===== src/rtl/uart_rx_ctrl_pkg.sv =====
// Shared definitions for the serial receive sequencer: FSM states, line levels
// and bit-timing helpers.
package uart_rx_ctrl_pkg;

  typedef enum logic [2:0] {
    ST_IDLE   = 3'd0,
    ST_START  = 3'd1,
    ST_DATA   = 3'd2,
    ST_PARITY = 3'd3,
    ST_STOP   = 3'd4
  } uart_state_e;

  localparam logic LINE_IDLE = 1'b0;
  localparam logic START_BIT = 1'b1;
  localparam logic STOP_BIT  = 1'b0;

  // Cycles from start detection to the mid-start-bit recheck.
  function automatic int half_bit(input int clks_per_bit);
    return (clks_per_bit - 1) / 2;
  endfunction

endpackage


===== src/rtl/uart_rx_ctrl_bit_timer.sv =====
// Loadable down-counter for bit timing; tick marks a sample cycle and the
// count parks at zero until the next load.
module uart_rx_ctrl_bit_timer #(
  parameter int W = 1
) (
  input  logic         clk,
  input  logic         reset,
  input  logic         load,
  input  logic [W-1:0] load_val,
  output logic         tick
);

  logic [W-1:0] count;

  always_ff @(posedge clk or negedge reset) begin
    if (!reset) begin
      count <= '0;
    end else if (load) begin
      count <= load_val;
    end else if (count != '0) begin
      count <= count - W'(1);
    end
  end

  assign tick = (count == '0);

endmodule


===== src/rtl/uart_rx_ctrl.sv =====
// Receive-side frame sequencer: start detect, mid-bit sampling, LSB-first
// shift, even parity and stop check, one-entry valid/ready output buffer.
//
// state     | meaning
// ST_IDLE   | waiting for a start bit (line high) while enabled
// ST_START  | waiting for the mid-start-bit recheck
// ST_DATA   | sampling data bits, LSB first
// ST_PARITY | sampling the even-parity bit
// ST_STOP   | sampling the stop bit, then judging the frame
module uart_rx_ctrl
  import uart_rx_ctrl_pkg::*;
#(
  parameter int DATA_BITS    = 8,
  parameter int CLKS_PER_BIT = 1,
  parameter int PARITY_EN    = 1
) (
  input  logic                 clk,
  input  logic                 reset,
  input  logic                 en,
  input  logic                 signal,
  output logic [DATA_BITS-1:0] rx_data,
  output logic                 rx_valid,
  input  logic                 rx_ready,
  output logic                 busy,
  output logic                 parity_err,
  output logic                 frame_err,
  output logic                 overrun
);

  localparam int HALF = half_bit(CLKS_PER_BIT);
  localparam int TW   = $clog2(CLKS_PER_BIT + 1);
  localparam int CW   = $clog2(DATA_BITS + 1);

  localparam logic [TW-1:0] BIT_RELOAD   = TW'(CLKS_PER_BIT - 1);
  // The detection cycle itself is the first half-bit cycle, so the recheck
  // lands HALF cycles after it; with HALF=0 START is skipped entirely.
  localparam logic [TW-1:0] START_RELOAD = (HALF == 0) ? BIT_RELOAD : TW'(HALF - 1);
  localparam logic [CW-1:0] LAST_BIT     = CW'(DATA_BITS - 1);

  uart_state_e          state;
  logic [DATA_BITS-1:0] shift_reg;
  logic [CW-1:0]        bit_cnt;
  logic                 par_acc;
  logic                 par_ok;

  logic                 tick;
  logic                 tmr_load;
  logic [TW-1:0]        tmr_val;
  logic                 start_seen;
  logic                 stop_sample;
  logic                 frame_good;

  always_comb begin
    start_seen  = en && (state == ST_IDLE) && (signal == START_BIT);
    stop_sample = en && (state == ST_STOP) && tick;
    frame_good  = stop_sample && (signal == STOP_BIT) && par_ok;
    tmr_load    = 1'b0;
    tmr_val     = BIT_RELOAD;
    if (start_seen) begin
      tmr_load = 1'b1;
      tmr_val  = START_RELOAD;
    end else if (en && (state != ST_IDLE) && tick) begin
      tmr_load = 1'b1;
    end
  end

  uart_rx_ctrl_bit_timer #(
    .W(TW)
  ) u_bit_timer (
    .clk      (clk),
    .reset    (reset),
    .load     (tmr_load),
    .load_val (tmr_val),
    .tick     (tick)
  );

  always_ff @(posedge clk or negedge reset) begin
    if (!reset) begin
      state      <= ST_IDLE;
      busy       <= 1'b0;
      shift_reg  <= '0;
      bit_cnt    <= '0;
      par_acc    <= 1'b0;
      par_ok     <= 1'b0;
      parity_err <= 1'b0;
      frame_err  <= 1'b0;
    end else begin
      parity_err <= 1'b0;
      frame_err  <= 1'b0;
      if (!en) begin
        state <= ST_IDLE;
        busy  <= 1'b0;
      end else begin
        case (state)
          ST_IDLE: begin
            if (signal == START_BIT) begin
              shift_reg <= '0;
              bit_cnt   <= '0;
              par_acc   <= 1'b0;
              par_ok    <= 1'b1;
              busy      <= 1'b1;
              state     <= (HALF == 0) ? ST_DATA : ST_START;
            end
          end
          ST_START: begin
            if (tick) begin
              if (signal == START_BIT) begin
                state <= ST_DATA;
              end else begin
                frame_err <= 1'b1;
                busy      <= 1'b0;
                state     <= ST_IDLE;
              end
            end
          end
          ST_DATA: begin
            if (tick) begin
              // Right shift: the first bit received ends up in bit 0.
              shift_reg <= (shift_reg >> 1) | (DATA_BITS'(signal) << (DATA_BITS - 1));
              par_acc   <= par_acc ^ signal;
              bit_cnt   <= bit_cnt + CW'(1);
              if (bit_cnt == LAST_BIT) begin
                state <= (PARITY_EN != 0) ? ST_PARITY : ST_STOP;
              end
            end
          end
          ST_PARITY: begin
            if (tick) begin
              par_ok <= ~(par_acc ^ signal);
              state  <= ST_STOP;
            end
          end
          ST_STOP: begin
            if (tick) begin
              if (signal != STOP_BIT) begin
                frame_err <= 1'b1;
              end else if (!par_ok) begin
                parity_err <= 1'b1;
              end
              busy  <= 1'b0;
              state <= ST_IDLE;
            end
          end
          default: begin
            busy  <= 1'b0;
            state <= ST_IDLE;
          end
        endcase
      end
    end
  end

  // One-entry buffer: a completed frame may replace a word being accepted in
  // the same cycle; otherwise a full buffer drops it and flags overrun.
  always_ff @(posedge clk or negedge reset) begin
    if (!reset) begin
      rx_data  <= '0;
      rx_valid <= 1'b0;
      overrun  <= 1'b0;
    end else if (frame_good) begin
      if (!rx_valid || rx_ready) begin
        rx_data  <= shift_reg;
        rx_valid <= 1'b1;
      end else begin
        overrun <= 1'b1;
      end
    end else if (rx_valid && rx_ready) begin
      rx_valid <= 1'b0;
    end
  end

endmodule

===== config.mk =====
export PLATFORM = sky130hd
export DESIGN_NAME = uart_rx_ctrl
export DESIGN_NICKNAME = d
export VERILOG_FILES = /design/src/rtl/uart_rx_ctrl_pkg.sv /design/src/rtl/uart_rx_ctrl_bit_timer.sv /design/src/rtl/uart_rx_ctrl.sv
export SDC_FILE = /design/constraint.sdc
export NUM_CORES = 1
export LEC_CHECK = 0
export BUFFER_PORTS_ARGS = -buffer_cell sky130_fd_sc_hd__buf_2
export CORE_MARGIN = 2
export CORE_UTILIZATION = 63
export CTS_BUF_LIST = sky130_fd_sc_hd__clkbuf_2
export DETAILED_ROUTE_END_ITERATION = 8
export MAX_ROUTING_LAYER = met4
export PLACE_DENSITY = 0.93
export RECOVER_POWER = 50
export SYNTH_ARGS = -nofsm -noshare
export SYNTH_HDL_FRONTEND = slang
export SYNTH_HIERARCHICAL = 1
export SYNTH_SLANG_ARGS = --single-unit

===== constraint.sdc =====
create_clock -name clk -period 3.1 [get_ports clk]
set_input_delay 0.31 -clock clk [delete_from_list [all_inputs] [get_ports clk]]
set_output_delay 0.31 -clock clk [all_outputs]
set_load 0.02 [all_outputs]

==> summary by stage, run 1 <==
Timing
For this run, the top clock speed supported by timing is 0.475 GHz. The maximum clock skew at final layout is 14.2 ps. The total negative slack is 0 ps.

Measured against its own limit, the worst slew margin works out to -4.76%. For the pin with the worst max-slew slack, the measured transition is 1570 ps. The number of hold violations in the final report came to 0.

Setup violations remaining at the end of the flow were counted as 0. The number of max-slew violations in the final report came to 32. The clock period could shrink to 2100 ps. Setup repair after global routing left no endpoint under its margin.

Of the available clock period, the critical path in the final layout requires 67.9%.

Yosys
The post-synthesis cell type with the largest combined area is sky130_fd_sc_hd__dfrtp_1. By area the synthesized netlist is led by sky130_fd_sc_hd__dfrtp_1 (56%), sky130_fd_sc_hd__mux2_2 (8.1%), sky130_fd_sc_hd__a22o_1 (5.7%), sky130_fd_sc_hd__nand2b_1 (2.3%), sky130_fd_sc_hd__or3b_2 (1.9%). The average instance in the mapped netlist occupies 12.4 µm². The synthesized design contains 0 enable-type register cells. The total nets after synthesis is 118. The fraction of registers with async set or reset after synthesis is 100%.

After synthesis the cells add up to 1390 µm². The number of flip-flops and latches in the synthesized netlist is 31. The top-area cell type share of the netlist area is 56.0%.

The synthesized instance count is 112. After synthesis, the netlist uses 38 different library cells. The sequential cell area fraction in the yosys report is 56.0%. The number of warnings printed during yosys synthesis is 6. The predominant post-synthesis flop cell is sky130_fd_sc_hd__dfrtp_1.

Placement
In this run the cell area measured after placement is 1480 µm². The number of input and output port buffers inserted is 17. The estimated wirelength of the detail-placed design is 1.74 mm. The final weighted congestion in routability-driven placement is 0.783. The placed instance count is 151.

Clocking
For this design, the sink count on the clock tree is 31. The number of levels the H-tree was split into is 2. The number of buffers between clock root and the deepest sink is 2. After clock tree synthesis, the clock-pin slew on the worst setup and hold paths is 170 ps. Buffers added to address setup during post-CTS repair amount to 0.

The quantity of hold-fixing buffers added after cts is 1. The root buffer selected by CTS is sky130_fd_sc_hd__clkbuf_2. The number of gates resized after CTS is 0.

The clock latency of the later-clocked register in the worst-skew pair is 370 ps. The CTS tree is done. The number of clock buffers added by TritonCTS is 5.

Final layout
The most frequent standard cell in the layout excluding fill and tap cells is sky130_fd_sc_hd__dfrtp_1. The count of cells in the finished layout, fillers not included, comes to 160. The fraction of the core area covered by cells at the end of the flow is 76.7%. The share of cells above drive strength 1 is 27.8%. The top cell types in the final layout, fill and taps aside, are sky130_fd_sc_hd__dfrtp_1 (31), sky130_fd_sc_hd__buf_2 (12), sky130_fd_sc_hd__mux2_2 (10). The number of inserted diodes is 0. The layout overhead on the synthesized area is 11.9%. The finished cells cover 1550 µm².

The number of nets in the layout is 138. The filler cells instantiated in the layout total 132.

Drt
Across all layers, the routed design uses 958 vias. The routed wirelength normalized by instance count is 15.9 µm. The post-route antenna net violation count is 0.

The DRC violation count after routing is 0. The total wire length after detailed routing is 2.54 mm. The number of DRC markers in iteration 0 is 14. Before antenna repair, the detailed router went through 4 iterations.

The vias per cell is 5.99.

Die
The floorplan core area is 2020 µm². The total number of placement rows is 16. The area enclosed by the die boundary is 2590 µm². The number of top-level pins is 18. The die is 50.9 µm tall. The die boundary width is 50.9 µm. The initial cell density of the core is 68.6%.

Min path
The worst hold-check path type is input pin to flop. The worst hold path passes through 2 cells. The worst hold path startpoint is en. The hold-critical path endpoint is state[2]$_DFFE_PN0P_.

GRT
The global-route congestion overflow total is 0. Across every metal layer, demand over resource in global routing totals 23.6%. The initial antenna violation count is 0. The global-route wire length before repair is 4.31 mm.

The via count of the first global-routing pass is 910. The largest net degree at the start of global routing is 32.

Setup path
The worst register-to-register path ends at rx_data[2]$_DFFE_PN0P_. In this run the critical register-to-register path is launched from state[1]$_DFFE_PN0P_. Measured in cells, the most critical reg-to-reg path has a length of 3. The launching element of the worst setup path is state[1]$_DFFE_PN0P_. The category of the most critical setup path is flop to flop. The critical path capture point type is a flop. For the worst setup path, the data arrival time is 2380 ps. The largest fanout of any net on the critical path is 14. The kind of launch point of the worst setup path is a flop. For flop-to-flop paths, the worst setup slack is 1000 ps. The required time reported for the critical path endpoint is 3380 ps.

Run status
The final reports fail on capacitance limit, slew limit. The run finished, with violations left.

Job
The max capacitance violation total is 1.

Power
For this design the static power due to leakage is 0.741 nW. Dividing total power by cell area gives a power density of 501 nW/µm². The maximum VDD drop is 0.552 mV.
==> Yosys cell counts, drive strengths merged, types with 2 or more instances <==
cell / n
nor3: 3
o21ai: 2
or4: 2
buf: 2
nor2: 2
nand2b: 5
a22o: 9
clkbuf: 3
nor4: 2
a21oi: 4
mux2: 10
or3b: 4
nor2b: 2
nand2: 4
and2: 2
dfrtp: 31
o31ai: 2
nand3: 3
mux2i: 2
xnor2: 2
==> logic make-up after synthesis <==
| kind of cell | after synthesis | share of synthesized area (%) |
|---|---|---|
| compound gates | 23 | 12.5 |
| other cells | 1 | 0.270 |
| simple gates | 36 | 17.8 |
| xor+xnor | 2 | 1.26 |
| fa+ha+maj | 1 | 0.902 |
| mux | 12 | 9.57 |
| flops | 31 | 56.0 |
| buf+inv | 6 | 1.80 |
==> worst max path at each step <==
stage | end | depth (start not counted)
2_1_floorplan | rx_data[0]$_DFFE_PN0P_ | 3
3_3_place_gp | rx_data[6]$_DFFE_PN0P_ | 3
3_5_place_dp | rx_data[2]$_DFFE_PN0P_ | 3
4_1_cts | rx_data[2]$_DFFE_PN0P_ | 3
5_1_grt | rx_data[2]$_DFFE_PN0P_ | 3
6_report | rx_data[2]$_DFFE_PN0P_ | 3
==> stage by stage <==
step	hold slack, ps	total power [mW]	setup WS, ps
after floorplan	14.4	0.489	1330
after global placement	366	0.508	1110
after detailed placement	377	0.512	1000
after CTS	221	0.784	983
after global routing	224	0.810	913
final	246	0.777	996
==> power by group <==
part	switching [mW]	leakage [nW]	internal, mW
sequential	0.0171	0.420	0.421
clock	0.139	0.0404	0.133
combinational	0.0378	0.280	0.0286
==> worst max-delay path: stages (launching register included) <==
cell and delay (ps):
sky130_fd_sc_hd__dfrtp_1 550, sky130_fd_sc_hd__or3b_4 470, sky130_fd_sc_hd__nor4_4 580, sky130_fd_sc_hd__mux2_2 420
==> cell type report <==
type | instances | area, µm² | share of cell area (%)
Clock buffer | 5 | 25.0 | 1.61
Clock inverter | 3 | 38.8 | 2.50
Inverter | 1 | 3.75 | 0.242
Multi-Input combinational cell | 75 | 586 | 37.7
Sequential cell | 31 | 776 | 50.0
Tap cell | 27 | 33.8 | 2.18
Timing Repair Buffer | 18 | 88.8 | 5.73
==> per-layer routing <==
| metal | part of all wire, % | track usage (%) |
|---|---|---|
| met1 | 46 | 30.2 |
| met2 | 48 | 35.9 |
| met3 | 4.8 | 6.14 |
| met4 | 1.7 | 9.46 |
| met5 | 0 | - |
No activity file was read; power rests on OpenSTA's default activity.
==> run 2, diff against run 1 <==
ABC_AREA = 1   (was not set)
CORE_UTILIZATION = 60   (was 63)
PLACE_DENSITY = 0.89   (was 0.93)
clock period = 2 ns   (was 3.1 ns; I/O delays follow)
==> run 2 against run 1 <==
Net effect: synthesized cell count up 75%; sequential power rose by 90%; the run now ends clean; via count up 44%; clock skew fell by 3.6 ps; critical endpoint is now bit_cnt[3]$_DFFE_PN0P_; highest routed layer unchanged; sequential share of layout area down 4.6 points; flip-flop and latch count did not move; total power up 140%; clock power is 58% higher; non-clock buffer count grew 2; largest power group unchanged; largest cell class unchanged; register-to-register slack worse by 670 ps; final area rose by 10%.
==> summary by stage, run 2 <==
Clocking
The number of levels the H-tree was split into is 2. The number of buffers between clock root and the deepest sink is 2. The clock input transition at the sequential cells of the worst setup and hold paths is 170 ps.

The quantity of hold-fixing buffers added after cts is 1. The number of buffers inserted to repair setup after CTS is 0. The number of gates resized after CTS was 0. The root buffer selected by CTS is sky130_fd_sc_hd__clkbuf_2. The CTS tree is done. The clock latency of the later-clocked register in the worst-skew pair is 380 ps. The total clock buffers created by CTS is 5. The tree built by TritonCTS fans out to 31 sinks.

Die
The number of top-level pins is 18. The floorplan step defined a die boundary enclosing 3000 µm². The total number of placement rows is 18. The initial cell density of the core is 63.0%. The floorplan core area is 2450 µm². The die boundary width is 54.8 µm. The die height is 54.8 µm.

Yosys
Ranked by instance count, the synthesized netlist is headed by sky130_fd_sc_hd__nand2_1 (73), sky130_fd_sc_hd__dfrtp_1 (31), sky130_fd_sc_hd__nand3_1 (26). The post-synthesis compound-gate area fraction is 2.59%. The number of distinct library cells after synthesis is 24. The synthesized design spends more area on one cell type than any other, namely sky130_fd_sc_hd__dfrtp_1. The number of flip-flops and latches in the synthesized netlist is 31. The synthesized netlist occupies a cell area of 1550 µm². Measured against the total synthesized area, the mux share comes to 0%. Synthesis produced a netlist with a net count of 202. The top-area cell type share of the netlist area is 50.1%.

The post-synthesis simple-gate area fraction is 38.2%. The number of enable flip-flop cells after synthesis is 0. The adder-cell share of the synthesized area is 0.808%.

The fraction of registers with async set or reset after synthesis is 100%. The synthesized instance count is 196. The average size of a mapped cell is 7.90 µm². Of the total synthesized cell area, the portion taken by XOR and XNOR cells is 1.13%. The sequential cell area fraction in the yosys report is 50.1%. During synthesis, Yosys emitted a total of 6 warnings. Yosys attributes the largest share of cell area to sky130_fd_sc_hd__dfrtp_1 (50%), sky130_fd_sc_hd__nand2_1 (18%), sky130_fd_sc_hd__nand3_1 (8.4%), sky130_fd_sc_hd__nor2_1 (4.1%), sky130_fd_sc_hd__nand4_1 (3.6%). By area, the combinational part of the netlist is dominated by simple AND/OR/NAND/NOR gates. Among all cell types in the netlist, the one instantiated most often is sky130_fd_sc_hd__nand2_1. The predominant post-synthesis flop cell is sky130_fd_sc_hd__dfrtp_1.

Timing
The number of setup violations in the final report is 0. The number of hold violations in the final report is 0. The normalized max-slew margin is 49.5%. Static timing analysis puts the maximum clock frequency at 0.599 GHz.

In the final timing run, aggregate negative setup slack is 0 ps. The clock arrives with 10.5 ps of skew. Setup repair after global routing left no endpoint under its margin. The slew at the pin closest to its max-slew limit is 758 ps. The minimum clock period is 1670 ps.

The number of max-slew violations in the final report came to 0. The period utilization is 83.5%.

Drt
The final route contains 1377 vias. The post-route antenna net violation count is 0. The DRC violation count after routing is 0. Using the TritonRoute via totals, the vias-per-cell ratio works out to 5.57. The routed wirelength normalized by instance count is 12.7 µm. The detailed router finished its first iteration with 50 violations.

Before antenna repair, the detailed router went through 4 iterations. The total wire length after detailed routing is 3.15 mm.

Setup path
The start of the worst register-to-register path is state[2]$_DFFE_PN0P_. The category of the most critical setup path is flop to flop. The endpoint identified for the worst register-to-register timing path is bit_cnt[3]$_DFFE_PN0P_.

The setup slack of the most critical reg-to-reg path is 330 ps. The critical path capture point type is a flop. In this run the worst path has a maximum fanout of 9. Data arrives at the worst endpoint at 1990 ps. The required time reported for the critical path endpoint is 2320 ps. STA classifies the critical path startpoint as a flop. The worst reg2reg path depth is 8.

Run status
The flow ran to the end, and the final reports show no timing, DRC or antenna violations.

Power
Total power for the finished layout comes to 1.85 mW. The switching power as a share of total power is 40.4%. The total internal power is 1.10 mW. The worst-case IR drop observed on VDD is 0.854 mV. The share of total power dissipated in combinational logic is 31.6%. Of the total power, registers draw 45.1%.

The clock group share of total power is 23.3%. The analysis attributes to cell leakage a power of 0.990 nW. For this design the ratio of total power to cell area is 1080 nW/µm². In this run the power spent charging and discharging nets is 0.747 mW.

Final layout
The repair_antennas step left the layout with diodes totalling 0. The most frequent standard cell in the layout excluding fill and tap cells is sky130_fd_sc_hd__nand2_1. The share of cells above drive strength 1 is 13.8%. Leaving out fill and tap cells, the most frequent cells in the layout are sky130_fd_sc_hd__nand2_1 (73), sky130_fd_sc_hd__dfrtp_1 (31), sky130_fd_sc_hd__nand3_1 (26). The net count of the finished layout is 222. The layout overhead on the synthesized area is 10.3%.

GRT
The via count of the first global-routing pass is 1188. For this run the aggregate overflow at the end of global routing stands at 0. Entering global routing, the biggest net connects 32 pins. The initial antenna violation count is 0. The global-route wire length before repair is 5.13 mm.

For this run, the total global-route usage over all layers was measured as 26.1%.

Min path
The min-delay analysis places its worst path in the category input pin to flop. The worst hold path begins at signal. The hold path depth is 2. The path with the worst hold slack has its endpoint at parity_err$_DFF_PN0_.

Placement
The final weighted congestion in routability-driven placement is 0.869. In this run the tool buffered the top-level ports with 17 buffer cells. Detailed placement finished with a half-perimeter wire length of 2.27 mm.

Job
The tool flagged a number of max-cap violations equal to 0.
==> run 2: worst max path at each step <==
stage / start / end / slack, ps / cells past startpoint
6_report: state[2]$_DFFE_PN0P_ / bit_cnt[3]$_DFFE_PN0P_ / 330 / 8
3_5_place_dp: state[2]$_DFFE_PN0P_ / shift_reg[5]$_DFFE_PN0P_ / 400 / 8
4_1_cts: state[2]$_DFFE_PN0P_ / bit_cnt[3]$_DFFE_PN0P_ / 340 / 8
2_1_floorplan: state[1]$_DFFE_PN0P_ / rx_data[1]$_DFFE_PN0P_ / 610 / 7
3_3_place_gp: state[2]$_DFFE_PN0P_ / bit_cnt[3]$_DFFE_PN0P_ / 440 / 8
5_1_grt: state[2]$_DFFE_PN0P_ / bit_cnt[3]$_DFFE_PN0P_ / 220 / 8
==> run 2: power by group through the flow <==
stage	logic [mW]	clock network [mW]	registers, mW
after floorplan	0.511	0	0.803
after global placement	0.571	0	0.840
after detailed placement	0.584	0	0.842
after CTS	0.589	0.440	0.830
after global routing	0.673	0.474	0.847
final	0.585	0.431	0.834
==> run 2: per-stage QoR <==
stage	util, %	cell area, µm²	setup slack [ps]	instances	hold slack (ps)
after floorplan	-	1550	607	196	-95.6
after CTS	69.8	1710	343	247	73.2
after global routing	69.6	1710	217	247	61.5
after detailed placement	66.8	1640	403	238	274
after global placement	66.8	1640	441	238	277
final	69.6	1710	330	247	91.2
==> run 2: cell type report <==
cell class              count  area, µm²
inverters                  16       60.1
multi-input cells         142        666
well taps                  30       37.5
clock inverters             3       38.8
clock buffers               5       25.0
repair buffers             20        105
flip-flops and latches     31        776
fillers                   212        747
==> run 2: layer usage <==
| layer | track usage [%] | share of wire (%) |
|---|---|---|
| met1 | 33.5 | 44 |
| met2 | 36.9 | 48 |
| met3 | 9.02 | 5.6 |
| met4 | 12.5 | 2.1 |
| met5 | - | 0 |
==> run 2: kinds of logic (layout without fill, tap and decap cells) <==
logic type | Yosys count | count (layout)
AO/OA/AOI/OAI | 7 | 7
XOR/XNOR | 2 | 2
adder cells (fa/ha/maj) | 1 | 1
buffers and inverters | 23 | 44
flip-flops | 31 | 31
other | 1 | 1
AND/OR/NAND/NOR | 131 | 131
==> run 2: worst max-delay path: stages, from the launching register on <==
cell	delay, ps
sky130_fd_sc_hd__dfrtp_1	490
sky130_fd_sc_hd__inv_2	140
sky130_fd_sc_hd__nand3_1	200
sky130_fd_sc_hd__nand2_1	140
sky130_fd_sc_hd__nand2_1	100
sky130_fd_sc_hd__nor2_4	200
sky130_fd_sc_hd__buf_4	190
sky130_fd_sc_hd__nand2_1	60
sky130_fd_sc_hd__o21ai_1	70
==> run 3, diff against run 2 <==
clock period = 1.7 ns   (was 2 ns; I/O delays follow)
==> run 3 against run 2 <==
Net effect: first-iteration DRC count is 12% higher; setup slack worse by 180 ps; critical path type unchanged; largest power group unchanged; critical path depth stayed put.
==> summary by stage, run 3 (same netlist as run 2, synthesis figures left out) <==
GRT
Entering global routing, the biggest net connects 32 pins. The via count of the first global-routing pass was 1266. The initial antenna violation count is 0.

The first global-routing pass estimated 5.17 mm of wire. For this run the aggregate overflow at the end of global routing stands at 0. For this run, the total global-route usage over all layers was measured as 26.2%.

Min path
The hold-critical path endpoint is parity_err$_DFF_PN0_. The worst hold path startpoint is signal. The hold path depth is 2. The path class of the tightest hold or removal check is input pin to flop.

Setup path
The start of the worst register-to-register path is state[0]$_DFFE_PN0P_. The setup slack of the most critical reg-to-reg path is 150 ps. The endpoint arrival time on the critical path is 1870 ps. STA classifies the critical path endpoint as a flop. For the worst setup path, the data required time is 2020 ps.

The largest fanout of any net on the critical path is 9. The worst setup path is of the flop to flop kind. The reg-to-reg endpoint is par_acc$_DFFE_PN0P_. The worst setup path is launched from a flop. The number of cells on the worst reg-to-reg path is 8.

Die
The area enclosed by the die boundary is 3000 µm². The region available for standard cell placement spans 2450 µm². In this run the count of I/O pins placed on the die edge is 18. The initial cell density of the core is 63.0%.

From left edge to right edge, the die measures 54.8 µm. The die height is 54.8 µm. The total number of placement rows is 18.

Drt
The final route contains 1353 vias. The first detailed-routing pass took 4 iterations. The DRC violation count after routing is 0. After detailed routing, the number of vias per cell comes to 5.41. The routed wirelength normalized by instance count is 12.2 µm. The post-route antenna net violation count is 0. The first routing iteration left 56 violations. Wires add up to 3.06 mm.

Final layout
The share of cells above drive strength 1 is 15.9%. The total area of sequential cells is 777 µm². The net count of the finished layout is 225. The layout overhead on the synthesized area is 10.3%. In the layout the commonest cells are sky130_fd_sc_hd__nand2_1 (73), sky130_fd_sc_hd__dfrtp_1 (30), sky130_fd_sc_hd__nand3_1 (26).

The number of antenna diodes in the final layout is 0. The most frequent standard cell in the layout excluding fill and tap cells is sky130_fd_sc_hd__nand2_1. The total of fill cells in the finished design is 193. Summing all multi-input logic gate instances after layout gives 666 µm².

Timing
The number of max-slew violations in the final report was 0. The slew at the pin closest to its max-slew limit is 732 ps. The total negative slack is 0 ps.

For the final database, setup skew stands at 13.9 ps. In the finished design, the share of the clock period the worst path needs comes to 91.1%. The normalized max-slew margin is 51.2%. Setup repair after global routing left no endpoint under its margin. The routed design could run at a clock period as short as 1550 ps. The number of hold violations in the final report came to 0. For this run, the top clock speed supported by timing is 0.646 GHz. On the final layout, the worst hold slack is 50.7 ps. The number of setup violations in the final report is 0.

Placement
The final weighted congestion in routability-driven placement is 0.876. The estimated wirelength of the detail-placed design is 2.22 mm. Port buffering added 17 buffers.

Power
Across the VDD grid, the largest voltage drop is 0.809 mV. The static leakage is 0.995 nW. The power density over cell area is 1220 nW/µm².

Clocking
CTS built an H-tree with a depth of 2. Clock tree synthesis inserted a total of 5 buffers. The tree is rooted in a sky130_fd_sc_hd__clkbuf_2.

The tree built by TritonCTS fans out to 31 sinks. Counting along the longest clock path gives a buffer depth of 2. Clock-pin slew was measured on the worst setup and hold paths at 160 ps.

The CTS tree is done. The later pin in the worst-skew pair is clocked with a latency of 380 ps. The number of buffers inserted to repair setup after CTS is 0.

Run status
The run finished with clean final reports.

Job
The max capacitance violation total is 0.
-- run 3: cell count changes in the layout (fill, tap and decap cells not counted) --
cell                        change
sky130_fd_sc_hd__dfrtp_2        +1
sky130_fd_sc_hd__clkbuf_2       +2
sky130_fd_sc_hd__buf_4          +3
sky130_fd_sc_hd__bufinv_16      -1
sky130_fd_sc_hd__dfrtp_1        -1
sky130_fd_sc_hd__clkinv_1       -1
-- run 3: worst max-delay path, cell delays in order (launching register included) --
cell	delay (ps)
sky130_fd_sc_hd__dfrtp_1	480
sky130_fd_sc_hd__nor2_4	180
sky130_fd_sc_hd__nand2_1	110
sky130_fd_sc_hd__nand2_1	100
sky130_fd_sc_hd__nand2_1	90
sky130_fd_sc_hd__nor2_4	200
sky130_fd_sc_hd__buf_4	200
sky130_fd_sc_hd__nand3_1	80
sky130_fd_sc_hd__nand2_1	60
-- run 3: layout make-up --
class | instances | area share, %
clock buffers | 7 | 2.05
repair buffers | 23 | 7.47
flip-flops and latches | 31 | 45.5
multi-input cells | 142 | 39.0
inverters | 16 | 3.52
clock inverters | 1 | 0.293
well taps | 30 | 2.20
-- run 3: timing repair --
| action | in CTS | in global routing |
|---|---|---|
| endpoints found under the setup margin | 0 | 5 |
| gates resized for setup | 0 | 1 |
| hold buffers | 1 | 0 |
| hold endpoints to repair | 31 | 0 |
-- run 3: through the flow --
step | util (%) | std cells | power (mW) | cell area, µm² | worst slack [ps]
after CTS | 69.7 | 250 | 2.09 | 1710 | 128
after detailed placement | 67.7 | 241 | 1.72 | 1660 | 164
final | 69.6 | 250 | 2.08 | 1710 | 151
after global placement | 67.7 | 241 | 1.69 | 1660 | 231
after floorplan | - | 196 | 1.55 | 1550 | 307
after global routing | 69.6 | 250 | 2.24 | 1710 | 23.3
-- run 3: power by group --
group          internal (mW)  switching (mW)  leakage [nW]  total (mW)
registers              0.841           0.147         0.423       0.988
clock network          0.112           0.250        0.0330       0.363
logic                  0.248           0.481         0.539       0.729
total                   1.20           0.879         0.995        2.08
-- run 3: routing by layer --
metal,share of wire [%],GRT usage (%),up-vias
met3,6.3,9.56,8
li1,-,-,675
met4,2.0,12.5,0
met2,47,39.9,45
met5,0,-,-
met1,44,30.7,625
-- run 3: worst max path at each step --
| stage | startpoint | endpoint | slack, ps | cells past startpoint |
|---|---|---|---|---|
| after floorplan | state[1]$_DFFE_PN0P_ | rx_data[1]$_DFFE_PN0P_ | 310 | 7 |
| after global placement | state[1]$_DFFE_PN0P_ | shift_reg[3]$_DFFE_PN0P_ | 230 | 8 |
| after detailed placement | state[1]$_DFFE_PN0P_ | shift_reg[6]$_DFFE_PN0P_ | 160 | 8 |
| after CTS | state[1]$_DFFE_PN0P_ | par_acc$_DFFE_PN0P_ | 130 | 8 |
| after global routing | state[0]$_DFFE_PN0P_ | par_acc$_DFFE_PN0P_ | 20 | 8 |
| final | state[0]$_DFFE_PN0P_ | par_acc$_DFFE_PN0P_ | 150 | 8 |
